`config.mk`:
```
export PLATFORM = sky130hd
export DESIGN_NAME = key_redraw_scheduler
export DESIGN_NICKNAME = d
export VERILOG_FILES = /design/src/rtl/key_redraw_scheduler.sv
export SDC_FILE = /design/constraint.sdc
export NUM_CORES = 1
export LEC_CHECK = 0
export ABC_AREA = 0
export CAP_MARGIN = 40
export CORE_MARGIN = 5
export CORE_UTILIZATION = 50
export DETAILED_ROUTE_END_ITERATION = 16
export GPL_TIMING_DRIVEN = 0
export HOLD_SLACK_MARGIN = 0.12
export PLACE_DENSITY = 0.77
export SETUP_SLACK_MARGIN = 0.05
export SKIP_CTS_REPAIR_TIMING = 1
export SLEW_MARGIN = 20
export SYNTH_ARGS = -nofsm -noshare
export SYNTH_HDL_FRONTEND = slang
export SYNTH_SLANG_ARGS = --single-unit
```
`constraint.sdc`:
```
create_clock -name CLOCK_50 -period 14.9 [get_ports CLOCK_50]
set_input_delay 2.98 -clock CLOCK_50 [delete_from_list [all_inputs] [get_ports CLOCK_50]]
set_output_delay 2.98 -clock CLOCK_50 [all_outputs]
set_load 0.02 [all_outputs]
```
`src/rtl/key_redraw_scheduler.sv`:
```
// ---------------------------------------------------------------------------
// key_redraw_scheduler
//
// Sequences partial redraws of the on-screen piano for a 160x120 VGA adapter.
// Each change in a key's pressed level raises a redraw request for that key.
// A round-robin arbiter grants one request at a time. The granted key's
// bounding box, taken from an external geometry LUT, is scanned in raster
// order through the shared sprite ROM. Pixels then go to the adapter at one
// per cycle, aligned with the ROM read latency.
//
// Ports
//   CLOCK_50     in   system clock, all logic on the rising edge
//   reset        in   synchronous active-high reset
//   key_state    in   current pressed level per key (1 = pressed)
//   sel_key      out  granted key index; drives the external geometry LUT
//   geom_x0/y0   in   box top-left corner for sel_key (combinational LUT)
//   geom_w/h     in   box width / height in pixels
//   rom_addr     out  sprite ROM address, SCR_W*y + x
//   rom_pressed  out  1 = pressed-sprite ROM, 0 = unpressed-sprite ROM
//   rom_colour   in   ROM data, valid ROM_LAT cycles after rom_addr
//   vga_x/vga_y  out  pixel coordinate to the adapter
//   vga_colour   out  pixel colour (ROM data passed straight through)
//   vga_plot     out  pixel write strobe
//   busy         out  high in every state except IDLE
// ---------------------------------------------------------------------------
module key_redraw_scheduler #(
   parameter int NKEYS   = 24,
   parameter int ROM_LAT = 2,
   parameter int SCR_W   = 160,
   parameter int SCR_H   = 120
) (
   input  logic             CLOCK_50,
   input  logic             reset,
   input  logic [NKEYS-1:0] key_state,
   output logic [4:0]       sel_key,
   input  logic [7:0]       geom_x0,
   input  logic [6:0]       geom_y0,
   input  logic [7:0]       geom_w,
   input  logic [6:0]       geom_h,
   output logic [14:0]      rom_addr,
   output logic             rom_pressed,
   input  logic [2:0]       rom_colour,
   output logic [7:0]       vga_x,
   output logic [6:0]       vga_y,
   output logic [2:0]       vga_colour,
   output logic             vga_plot,
   output logic             busy
);

   localparam int          DW     = $clog2(ROM_LAT) + 1;
   localparam logic [8:0]  SCR_W9 = 9'(SCR_W);
   localparam logic [8:0]  SCR_H9 = 9'(SCR_H);
   localparam logic [14:0] SCR_W15 = 15'(SCR_W);

   typedef enum logic [1:0] {
      S_IDLE,
      S_LOAD,
      S_SCAN,
      S_DRAIN
   } state_t;

   state_t           r_state;
   logic [NKEYS-1:0] r_prev;
   logic [NKEYS-1:0] r_pending;
   logic [4:0]       r_sel;
   logic [4:0]       r_rr_ptr;
   logic [7:0]       r_x0;
   logic [7:0]       r_w;
   logic [6:0]       r_h;
   logic [8:0]       r_cx;
   logic [8:0]       r_cy;
   logic [7:0]       r_col;
   logic [6:0]       r_row;
   logic [DW-1:0]    r_drain;
   logic [14:0]      r_rom_addr;
   logic             r_rom_pressed;

   // Pixel pipeline: stage 0 is aligned with rom_addr, stage ROM_LAT with rom_colour.
   logic [7:0]       r_px [0:ROM_LAT];
   logic [6:0]       r_py [0:ROM_LAT];
   logic             r_pv [0:ROM_LAT];

   logic [NKEYS-1:0] w_edge;
   logic [NKEYS-1:0] w_clr_mask;
   logic             w_grant_vld;
   logic [4:0]       w_grant_idx;
   logic [4:0]       w_rr_next;
   logic             w_last_col;
   logic             w_last_row;
   logic             w_pix_valid;
   logic [14:0]      w_addr;

   assign w_edge = key_state ^ r_prev;

   // Round-robin search: lowest index at or above rr_ptr, wrapping modulo NKEYS.
   // Walking the offsets from high to low lets the smallest offset win.
   always_comb begin
      int j;
      // NOTE: every variable gets a default first so no path leaves it unassigned,
      // which would otherwise infer a latch.
      j           = 0;
      w_grant_vld = 1'b0;
      w_grant_idx = '0;
      for (int i = NKEYS - 1; i >= 0; i--) begin
         j = int'(r_rr_ptr) + i;
         if (j >= NKEYS) j = j - NKEYS;
         if (r_pending[5'(j)]) begin
            w_grant_vld = 1'b1;
            w_grant_idx = 5'(j);
         end
      end
   end

   assign w_rr_next = (w_grant_idx == 5'(NKEYS - 1)) ? 5'd0 : w_grant_idx + 5'd1;

   always_comb begin
      w_clr_mask = '0;
      if (r_state == S_LOAD) w_clr_mask[r_sel] = 1'b1;
   end

   // w and h are at least 1 whenever SCAN is entered, so the minus-one never wraps.
   assign w_last_col  = (r_col == r_w - 8'd1);
   assign w_last_row  = (r_row == r_h - 7'd1);
   // 9-bit coordinates keep x0+w-1 and y0+h-1 from wrapping into the visible area.
   assign w_pix_valid = (r_cx < SCR_W9) && (r_cy < SCR_H9);
   assign w_addr      = 15'(r_cy) * SCR_W15 + 15'(r_cx);

   // NOTE: all state is updated with non-blocking assignments so every register
   // samples the pre-edge values regardless of statement order.
   always_ff @(posedge CLOCK_50) begin
      if (reset) begin
         r_state       <= S_IDLE;
         r_prev        <= '0;
         r_pending     <= '0;
         r_sel         <= '0;
         r_rr_ptr      <= '0;
         r_x0          <= '0;
         r_w           <= '0;
         r_h           <= '0;
         r_cx          <= '0;
         r_cy          <= '0;
         r_col         <= '0;
         r_row         <= '0;
         r_drain       <= '0;
         r_rom_addr    <= '0;
         r_rom_pressed <= 1'b0;
         // NOTE: the pipeline is a handful of control flops, not a RAM, so it is
         // reset; this is what drops in-flight pixels when a scan is aborted.
         for (int k = 0; k <= ROM_LAT; k++) begin
            r_px[k] <= '0;
            r_py[k] <= '0;
            r_pv[k] <= 1'b0;
         end
      end else begin
         r_prev <= key_state;
         // A toggle in the LOAD cycle itself wins over the clear.
         r_pending <= (r_pending & ~w_clr_mask) | w_edge;

         r_pv[0] <= (r_state == S_SCAN) && w_pix_valid;
         r_px[0] <= r_cx[7:0];
         r_py[0] <= r_cy[6:0];
         for (int k = 1; k <= ROM_LAT; k++) begin
            r_px[k] <= r_px[k-1];
            r_py[k] <= r_py[k-1];
            r_pv[k] <= r_pv[k-1];
         end

         case (r_state)
            S_IDLE: begin
               if (w_grant_vld) begin
                  r_sel    <= w_grant_idx;
                  r_rr_ptr <= w_rr_next;
                  r_state  <= S_LOAD;
               end
            end

            S_LOAD: begin
               r_x0          <= geom_x0;
               r_w           <= geom_w;
               r_h           <= geom_h;
               r_cx          <= {1'b0, geom_x0};
               r_cy          <= {2'b00, geom_y0};
               r_col         <= '0;
               r_row         <= '0;
               r_rom_pressed <= key_state[r_sel];
               if (geom_w == 8'd0 || geom_h == 7'd0) r_state <= S_IDLE;
               else                                  r_state <= S_SCAN;
            end

            S_SCAN: begin
               r_rom_addr <= w_addr;
               if (w_last_col) begin
                  r_col <= '0;
                  r_cx  <= {1'b0, r_x0};
                  if (w_last_row) begin
                     r_drain <= '0;
                     r_state <= S_DRAIN;
                  end else begin
                     r_row <= r_row + 7'd1;
                     r_cy  <= r_cy + 9'd1;
                  end
               end else begin
                  r_col <= r_col + 8'd1;
                  r_cx  <= r_cx + 9'd1;
               end
            end

            S_DRAIN: begin
               if (r_drain == DW'(ROM_LAT - 1)) r_state <= S_IDLE;
               else                             r_drain <= r_drain + DW'(1);
            end

            default: r_state <= S_IDLE;
         endcase
      end
   end

   assign sel_key     = r_sel;
   assign rom_addr    = r_rom_addr;
   assign rom_pressed = r_rom_pressed;
   assign vga_x       = r_px[ROM_LAT];
   assign vga_y       = r_py[ROM_LAT];
   assign vga_plot    = r_pv[ROM_LAT];
   assign vga_colour  = rom_colour;
   assign busy        = (r_state != S_IDLE);

endmodule
```
==> results of run 1 <==
-- kinds of logic (layout without fill, tap and decap cells) --
group	count (synthesis)	in the layout	share of synthesized area [%]
buffers and inverters	171	302	5.88
xor gates and xnor gates	105	105	7.12
DFF	182	182	26.1
adders and majority gates	54	54	4.94
and+or+nand+nor	569	569	21.1
AOI/OAI and AO/OA	419	419	20.0
muxes	150	150	14.9
other	0	2	0
-- path summary, 6_finish.rpt --
kind                             from                       end  slack [ns]
max          r_rr_ptr[2]$_SDFFE_PP0P_  r_rr_ptr[2]$_SDFFE_PP0P_        7.71
min             r_py[0][5]$_SDFF_PP0_    r_py[0][12]$_SDFF_PP0_        0.44
max reg2reg  r_rr_ptr[2]$_SDFFE_PP0P_  r_rr_ptr[2]$_SDFFE_PP0P_        7.71
min reg2reg     r_py[0][5]$_SDFF_PP0_    r_py[0][12]$_SDFF_PP0_        0.44
-- flip-flops by register name, indices dropped and copies added (netlist names), 8 cells and up, named ones only --
name and flops:
r_col 8, r_cx 9, r_cy 9, r_pending 24, r_prev 24, r_px 24, r_py 21, r_w 8
r_x0 8, rom_addr 15
-- final cells by class --
class,instances,share of cell area (%)
antenna,2,0.0312
buffer,121,3.94
clock buffer,17,2.65
clock inverter,15,1.30
inverter,50,1.17
multi-input combinational,1297,59.2
sequential,182,22.7
tap,378,2.95
timing repair buffer,99,6.08
-- stage by stage --
stage               power, uW  setup slack, ns  instances  hold WS (ns)
detailed placement       2990             7.96       2127         0.421
CTS                      3480             7.94       2159         0.439
finish                   3550             7.71       2161         0.436
floorplan                2350             8.81       1650         0.414
global route             3760             7.21       2159         0.452
global placement         2950             8.05       2123         0.417
-- cell usage after synthesis, types with 7 or more instances --
cell type / number / area, um^2
mux2i_1: 90 / 901
nand2b_1: 21 / 131
buf_1: 9 / 33.8
xor2_1: 22 / 193
nor4_1: 18 / 113
or2_2: 8 / 50.1
o22ai_1: 7 / 43.8
a21boi_0: 8 / 60.1
or3_1: 22 / 138
o21a_1: 12 / 90.1
a31oi_1: 13 / 81.3
nand3_1: 48 / 240
nor3_1: 45 / 225
mux2_2: 18 / 203
a21o_1: 22 / 165
and3_1: 12 / 75.1
nand2_1: 95 / 357
nor2b_1: 82 / 513
ha_1: 52 / 651
buf_2: 24 / 120
nor2_1: 147 / 552
o31ai_1: 10 / 75.1
mux4_1: 13 / 342
dfxtp_1: 182 / 3640
o21ai_1: 7 / 35.0
a21oi_1: 113 / 566
o21ai_0: 80 / 400
nand4_1: 15 / 93.8
o211ai_1: 14 / 105
a211oi_1: 38 / 285
nand3b_1: 11 / 82.6
mux4_2: 27 / 608
buf_4: 25 / 188
inv_1: 47 / 176
clkbuf_1: 58 / 218
xnor2_1: 76 / 666
-- power groups by stage --
stage / Clock, uW / Combinational [uW] / Sequential (uW)
after floorplan: 0 / 1710 / 635
after global placement: 0 / 2300 / 653
after detailed placement: 0 / 2340 / 655
after CTS: 479 / 2360 / 644
after global routing: 501 / 2600 / 657
final: 473 / 2420 / 649
-- worst max-delay path, stage by stage (launching register included) --
cell and delay, ns:
dfxtp_1 0.49, buf_4 0.30, buf_4 0.27, clkbuf_1 0.58, inv_1 0.12, clkbuf_1 0.40
ha_1 0.53, buf_2 0.30, mux4_1 0.58, mux2i_1 0.48, mux2i_1 0.23, mux2i_1 0.67
nand3_1 0.25, a2111oi_0 0.43, o211a_1 0.23, a2111oi_0 0.09, a21oi_1 0.35, inv_1 0.09
ha_1 0.24, nand2b_1 0.15, a21oi_1 0.18, a211oi_1 0.07
-- layer usage --
| metal | vias to the layer above | GRT usage, % |
|---|---|---|
| met1 | 6438 | 39.2 |
| li1 | 6282 | - |
| met4 | 0 | 11.7 |
| met3 | 136 | 5.36 |
| met5 | - | 0 |
| met2 | 712 | 46.4 |
==> metrics.md, run 1 <==
| Metric | Value |
|---|---|
| Status | `completed` |
| Yosys cell types | `between 90 and 100` |
| Startpoint types | `register` |
| Routed wl met3 | `about 4.3 mm` |
| Initial antenna violation count | `2` |
| Final net count | `1881` |
| Clock Latency Late Sink | `0.44 ns` |
| Clk pwr share | `a little over an eighth` |
| R2R cell count | `21` |
| Layout cell share with drive strength beyond 1 | `10.1%` |
| H-tree levels | `4` |
| PwrDens | `between 200 and 250 mW/mm^2` |
| Worst min path class | `reg2reg` |
| Final hold viol count | `0` |
| Total CTS buffers | `17` |
| Reg power frac | `between 10% and 20%` |
| Routed len/inst | `between 20 and 25 um` |
| Met1 WL | `19.3 mm` |
| #FFs+latches synth | `approximately 180` |
| DRT Pass-1 Iters | `5` |
| Total global-route track usage | `approximately 29%` |
| Sw Ratio | `between 50% and 60%` |
| Root Buffer | `clkbuf_16` |
| Number of synthesized flops with an enable pin | `0` |
| CP Class | `reg2reg` |
| Relative slew slack | `38.0%` |
| Commonest non-fill, non-tap cell in the layout | `dfxtp_1` |
| CORE AREA | `between 0.02 and 0.03 mm^2` |
| Fin Clk Skew | `roughly 0.020 ns` |
| Post-DP HPWL | `35.7 mm` |
| Achievable clock frequency | `between 100 and 150 MHz` |
| CP arrival | `around 7.5 ns` |
| Final TNS setup | `0 ns` |
| # rows | `61` |
| Measured slew at the worst slew-check pin | `slightly above 0.9 ns` |
| Syn Nets | `1763` |
| Cells after Synth | `~1700` |
| Gr ovfl total | `0` |
| Crit Path Max Fanout | `15` |
| Largest net degree at the start of global routing | `23` |
| Filler Cells Inserted | `2454` |
| Most frequent cells in the layout | `dfxtp_1 (182), nor2_1 (147), a21oi_1 (113)` |
| Area growth from synthesis to layout | `15.0%` |
| Final critical-path share of the clock period | `roughly half` |
| Die Wd | `approximately 180 um` |
| Synth Cell Area | `~0.014 mm^2` |
| Power Internal | `1730 uW` |
| Post-synth top flop | `dfxtp_1` |
| RSZ-0062 raised after global routing | `false` |
| I/O Buffers | `95` |
| IO Pins | `100` |
| Post-layout minimum cycle time | `7.19 ns` |
| Logic pwr share | `about two thirds` |
| CP required | `between 15 and 20 ns` |
| DIE AREA | `approximately 0.031 mm^2` |
| CTS tree | `yes` |
| Drt initial violations | `around 1500` |
| Register area share after synthesis | `around a quarter` |
| Vias in the first global route | `~13000` |
| DRT Wirelength | `approximately 46 mm` |
| Dpl cell area | `around 0.015 mm^2` |
| Clock slew at reported path FFs | `0.09 ns` |
| Vias/cell | `6.28` |
| Global-route wire length before repair | `72.2 mm` |
| Register Area | `approximately 0.0036 mm^2` |
| Hold Crit Depth | `1` |
| Mean Syn Cell Area | `about 8.5 um^2` |
| Design Area, Final | `between 0.015 and 0.02 mm^2` |
| Ys async rst share | `0%` |
| Multi-input gate area | `~0.0095 mm^2` |
| Sink Count | `between 150 and 200` |
| Starting density of the core | `approximately half` |
| Die height | `between 150 and 200 um` |
| Worst vdd ir | `0.000131 V` |
| DRC Markers | `0` |
| Setup violators final | `0` |
| Antenna-violating nets left | `0` |
| YS warnings | `0` |
| Leak Pwr | `0.00607 uW` |
| Via count | `about 14000` |
| Clk buf depth | `2` |
| Top layer in use | `met4` |
| WL met2 | `around 21 mm` |
| Max cap viols | `0` |
| Final core area utilization | `just under 60%` |
| CP Capture Type | `register` |
| Switch Pwr | `around 1800 uW` |
| Max-slew violation count | `0` |
| Routability Congestion | `1.05` |
Power figures use the tool's default switching activity.
==> run 2, diff against run 1 <==
==> constraint.sdc (replaced) <==
create_clock -name CLOCK_50 -period 7.4 [get_ports CLOCK_50]
set_input_delay 1.48 -clock CLOCK_50 [delete_from_list [all_inputs] [get_ports CLOCK_50]]
set_output_delay 1.48 -clock CLOCK_50 [all_outputs]
set_load 0.02 [all_outputs]
==> run 2 against run 1 <==
Core utilization hardly changed; die area did not move; register-to-register slack worse by 7.2 ns; clock skew shrank 0.0017 ns; sequential cell count stayed put; clock power rose by 100%; largest cell class unchanged.
==> metrics.md, run 2 (synthesis gave the netlist of run 1 again) <==
| Metric | Value |
|---|---|
| Final hold viol count | `0` |
| Clock slew at reported path FFs | `approximately 0.09 ns` |
| Setup violators final | `0` |
| Crit Path Max Fanout | `10` |
| Worst reg2reg setup slack | `about 0.47 ns` |
| Vias/cell | `around 6.3` |
| Max-slew violation count | `0` |
| Startpoint types | `register` |
| Initial antenna violation count | `2` |
| Area growth from synthesis to layout | `15.0%` |
| Max cap viols | `0` |
| Clk buf depth | `2` |
| Multi-input gate area | `between 0.009 and 0.01 mm^2` |
| Worst vdd ir | `roughly 0.00026 V` |
| Most frequent cells in the layout | `dfxtp_1 (182), nor2_1 (147), a21oi_1 (113)` |
| I/O Buffers | `95` |
| Vias in the first global route | `~13000` |
| Layout cell share with drive strength beyond 1 | `between 10% and 20%` |
| Commonest non-fill, non-tap cell in the layout | `dfxtp_1` |
| Antenna-violating nets left | `0` |
| Status | `completed` |
| CP required | `approximately 7.7 ns` |
| CP Class | `reg2reg` |
| DRT Pass-1 Iters | `5` |
| PwrDens | `approximately 450 mW/mm^2` |
| RSZ-0062 raised after global routing | `false` |
| Leak Pwr | `between 0.006 and 0.007 uW` |
| Die height | `between 150 and 200 um` |
| Root Buffer | `clkbuf_16` |
| Gr ovfl total | `0` |
| Final critical-path share of the clock period | `between 90 and 100%` |
| # rows | `61` |
| CP arrival | `between 7 and 8 ns` |
| Largest net degree at the start of global routing | `23` |
| Sink Count | `around 180` |
| Routed len/inst | `around 21 um` |
| Design Area, Final | `between 0.015 and 0.02 mm^2` |
| Achievable clock frequency | `~140 MHz` |
| Fin Clk Skew | `0.0181 ns` |
| Clock Latency Late Sink | `around 0.44 ns` |
| CTS tree | `yes` |
| Final net count | `1880` |
| Global-route wire length before repair | `72.2 mm` |
| Relative slew slack | `about 42%` |
| Dpl cell area | `around 0.015 mm^2` |
| Worst min path class | `reg2reg` |
| CP Capture Type | `register` |
| Die Wd | `roughly 180 um` |
| IO Pins | `100` |
| Total global-route track usage | `just under 30%` |
| CORE AREA | `between 0.02 and 0.03 mm^2` |
| Power Total | `7150 uW` |
| Filler Cells Inserted | `between 2000 and 2500` |
| Final TNS setup | `0 ns` |
| DIE AREA | `0.0314 mm^2` |
| Top flop regs | `r_pending: 24 flops, r_prev: 24 flops, r_px: 24 flops` |
| H-tree levels | `4` |
| Drt initial violations | `between 1000 and 1500` |
| DRT Wirelength | `~46 mm` |
| Post-layout minimum cycle time | `roughly 6.9 ns` |
| DRC Markers | `0` |
| Post-DP HPWL | `about 36 mm` |
| Total CTS buffers | `17` |
| Measured slew at the worst slew-check pin | `roughly 0.87 ns` |
| Routability Congestion | `1.05` |
| Register Area | `approximately 0.0036 mm^2` |
| Starting density of the core | `between 50% and 60%` |
| Via count | `between 10000 and 15000` |
-- run 2: worst max-delay path: stages, from the launching register on --
cell       delay (ns)
dfxtp_1          0.72
buf_6            0.25
buf_12           0.17
buf_12           0.16
clkbuf_1         0.40
inv_1            0.40
ha_1             0.51
buf_2            0.30
mux4_1           0.58
mux2i_1          0.49
mux2i_1          0.27
mux2i_2          0.51
nand3_1          0.21
a2111oi_0        0.41
o211a_1          0.23
a2111oi_0        0.09
a21oi_1          0.35
inv_1            0.09
ha_1             0.24
nand2b_1         0.15
a21oi_1          0.18
a211oi_1         0.07
-- run 2: stage by stage --
step / instances / hold slack (ns) / utilization (%) / worst slack (ns)
2_1_floorplan: 1650 / 0.414 / - / 2.31
3_3_place_gp: 2123 / 0.417 / 55.6 / 0.551
3_5_place_dp: 2127 / 0.421 / 55.6 / 0.464
4_1_cts: 2159 / 0.439 / 57.9 / 0.441
5_1_grt: 2158 / 0.452 / 58.0 / 0.0891
6_report: 2159 / 0.435 / 58.0 / 0.467
-- run 2: power by group --
part	total, uW	switching [uW]	leakage (uW)	internal [uW]
logic	4890	3000	0.00427	1890
clock network	953	482	0.000304	471
registers	1310	177	0.00149	1130
-- run 2: final cells by class --
| cell class | instances | share of cell area [%] |
|---|---|---|
| Clock inverter | 15 | 1.30 |
| Antenna cell | 1 | 0.0156 |
| Sequential cell | 182 | 22.7 |
| Timing Repair Buffer | 99 | 6.08 |
| Inverter | 50 | 1.17 |
| Clock buffer | 17 | 2.65 |
| Tap cell | 378 | 2.95 |
| Buffer | 120 | 3.92 |
| Multi-Input combinational cell | 1297 | 59.2 |
-- run 2: final timing paths --
check                           start                       end  cells past startpoint
max          r_rr_ptr[1]$_SDFFE_PP0P_  r_rr_ptr[2]$_SDFFE_PP0P_                     21
min             r_py[0][5]$_SDFF_PP0_    r_py[0][12]$_SDFF_PP0_                      1
max reg2reg  r_rr_ptr[1]$_SDFFE_PP0P_  r_rr_ptr[2]$_SDFFE_PP0P_                     21
min reg2reg     r_py[0][5]$_SDFF_PP0_    r_py[0][12]$_SDFF_PP0_                      1
-- run 2: metal layers --
metal,vias to the layer above,global-route usage [%],wire length (um)
li1,6269,-,-
met2,688,46.4,20800
met1,6544,39.2,19600
met4,2,11.7,1870
met5,-,0,19
met3,137,5.36,3930
==> run 3, diff against run 2 <==
--- a/config.mk
+++ b/config.mk
@@ -7,11 +7,12 @@
 export LEC_CHECK = 0
 export ABC_AREA = 0
 export CAP_MARGIN = 40
-export CORE_MARGIN = 5
+export CORE_ASPECT_RATIO = 0.75
 export CORE_UTILIZATION = 50
 export DETAILED_ROUTE_END_ITERATION = 16
 export GPL_TIMING_DRIVEN = 0
 export HOLD_SLACK_MARGIN = 0.12
+export MAX_ROUTING_LAYER = met4
 export PLACE_DENSITY = 0.77
 export SETUP_SLACK_MARGIN = 0.05
 export SKIP_CTS_REPAIR_TIMING = 1
==> run 3 against run 2 <==
Total power is 2.1% higher; critical path depth stayed put; clock skew is 0.0094 ns lower; die area is 8.8% lower.
==> metrics.md, run 3 (synthesis gave the netlist of run 1 again) <==
| Metric | Value |
|---|---|
| Worst min path class | `reg2reg` |
| Min Hold Slack | `about 0.43 ns` |
| Initial antenna violation count | `3` |
| DIE AREA | `~0.029 mm^2` |
| Crit Path Max Fanout | `15` |
| Max-slew violation count | `0` |
| Largest net degree at the start of global routing | `18` |
| Routed len/inst | `between 20 and 25 um` |
| R2r endpoint | `r_rr_ptr[3]$_SDFFE_PP0P_` |
| H-tree levels | `4` |
| Most frequent cells in the layout | `dfxtp_1 (182), nor2_1 (147), a21oi_1 (113)` |
| CP required | `between 7 and 8 ns` |
| IO Pins | `100` |
| Critical-path top delay cell | `ha_1` |
| Most used cell, CP | `mux2i_1` |
| RSZ-0062 raised after global routing | `false` |
| Fin Clk Skew | `about 0.0087 ns` |
| Routability Congestion | `about 1.1` |
| Status | `completed` |
| CP Class | `reg2reg` |
| Worst vdd ir | `roughly 0.00024 V` |
| Root Buffer | `clkbuf_16` |
| CP arrival | `about 7.5 ns` |
| CORE AREA | `roughly 0.027 mm^2` |
| Top flop regs | `r_pending: 24 flops, r_prev: 24 flops, r_px: 24 flops` |
| Final net count | `1882` |
| Antenna-violating nets left | `0` |
| Commonest non-fill, non-tap cell in the layout | `dfxtp_1` |
| Clock slew at reported path FFs | `0.07 ns` |
| Vias/cell | `6.50` |
| Relative slew slack | `about a third` |
| Starting density of the core | `around 51%` |
| Hold Crit Depth | `1` |
| Global-route wire length before repair | `approximately 73 mm` |
| CTS tree | `yes` |
| # rows | `between 50 and 60` |
| Vias in the first global route | `around 13000` |
| Die height | `147 um` |
| Post-layout minimum cycle time | `around 7 ns` |
| Sink Count | `approximately 180` |
| Worst reg2reg setup slack | `0.24 ns` |
| R2r startpoint | `r_rr_ptr[2]$_SDFFE_PP0P_` |
| I/O Buffers | `95` |
| Largest stage delay on the critical path | `between 0.6 and 0.7 ns` |
| Die Wd | `just under 200 um` |
| Dpl cell area | `0.0154 mm^2` |
| Clock Latency Late Sink | `0.44 ns` |
| Startpoint types | `register` |
| Final critical-path share of the clock period | `a little over nine tenths` |
| DRT Pass-1 Iters | `6` |
| Final hold viol count | `0` |
| DRC Markers | `0` |
| DRT Wirelength | `roughly 48 mm` |
| Design Area, Final | `around 0.016 mm^2` |
| Area growth from synthesis to layout | `14.7%` |
| Measured slew at the worst slew-check pin | `between 1 and 1.5 ns` |
| PwrDens | `approximately 460 mW/mm^2` |
| WHS Endpoint | `r_py[0][14]$_SDFF_PP0_` |
| Drt initial violations | `about 1700` |
| R2R cell count | `21` |
| Leak Pwr | `0.00608 uW` |
| Total CTS buffers | `17` |
| Hold Startpoint | `r_py[0][7]$_SDFF_PP0_` |
| Clk buf depth | `2` |
| Layout cell share with drive strength beyond 1 | `10.3%` |
| Cell Chain, Critical Path | `buf_4, buf_4, clkbuf_1, inv_1, clkbuf_1, ha_1, buf_2, mux4_1, mux2i_1, mux2i_1, mux2i_2, nand3_1, a2111oi_0, o211a_1, a2111oi_1, a21oi_1, inv_1, ha_1, a211oi_1, mux2i_1, o31ai_1` |
| Total global-route track usage | `34.0%` |
| Setup violators final | `0` |
| Max cap viols | `0` |
| Post-DP HPWL | `37.0 mm` |
| Via count | `13900` |
| Achievable clock frequency | `140 MHz` |
| CP Capture Type | `register` |
| Worst path top cell family by delay | `buffers and inverters` |
| Gr ovfl total | `0` |
| WP buf/inv | `7` |
| Final TNS setup | `0 ns` |
## run 3: changes by cell type in the layout (fill, tap and decap cells not counted), moves of 2 or more
cell / delta
a2111oi_0: -2
a2111oi_1: +2
bufinv_16: +3
clkinv_2: +2
clkinv_4: +2
clkinv_8: -6
inv_12: -4
inv_6: +3
## run 3: worst max-delay path by stage
stage,startpoint,to,slack [ns],cells after the start
finish,r_rr_ptr[2]$_SDFFE_PP0P_,r_rr_ptr[3]$_SDFFE_PP0P_,0.24,21
floorplan,r_rr_ptr[1]$_SDFFE_PP0P_,r_rr_ptr[2]$_SDFFE_PP0P_,2.31,24
detailed placement,r_rr_ptr[2]$_SDFFE_PP0P_,r_rr_ptr[2]$_SDFFE_PP0P_,0.37,21
global route,r_rr_ptr[2]$_SDFFE_PP0P_,r_rr_ptr[2]$_SDFFE_PP0P_,0.07,22
CTS,r_rr_ptr[2]$_SDFFE_PP0P_,r_rr_ptr[2]$_SDFFE_PP0P_,0.32,21
global placement,r_rr_ptr[1]$_SDFFE_PP0P_,r_rr_ptr[2]$_SDFFE_PP0P_,0.49,21
## run 3: stage by stage
stage / power, uW / util, % / worst slack [ns] / std cells
6_report: 7300 / 58.9 / 0.242 / 2135
3_5_place_dp: 6110 / 56.6 / 0.369 / 2100
4_1_cts: 7090 / 58.8 / 0.317 / 2132
5_1_grt: 7680 / 58.9 / 0.0725 / 2135
3_3_place_gp: 6010 / 56.5 / 0.494 / 2096
2_1_floorplan: 4720 / - / 2.31 / 1650
## run 3: area by class of cell
cell class	count	area [um^2]
clock buffer	17	425
timing repair buffer	100	982
antenna	2	5.00
tap	351	439
clock inverter	15	190
buffer	121	633
sequential	182	3640
fill	2449	11200
inverter	50	188
multi-input combinational	1297	9510
## run 3: metal layers
metal	track usage (%)	routed length [um]
met3	7.99	5820
met2	47.8	19500
met4	8.98	1010
met5	-	0
met1	48.3	21300
## run 3: report_power, final
part | switching (uW) | leakage (uW) | internal [uW] | total, uW
clock network | 413 | 0.000305 | 541 | 954
registers | 177 | 0.00149 | 1130 | 1310
logic | 3130 | 0.00428 | 1910 | 5040
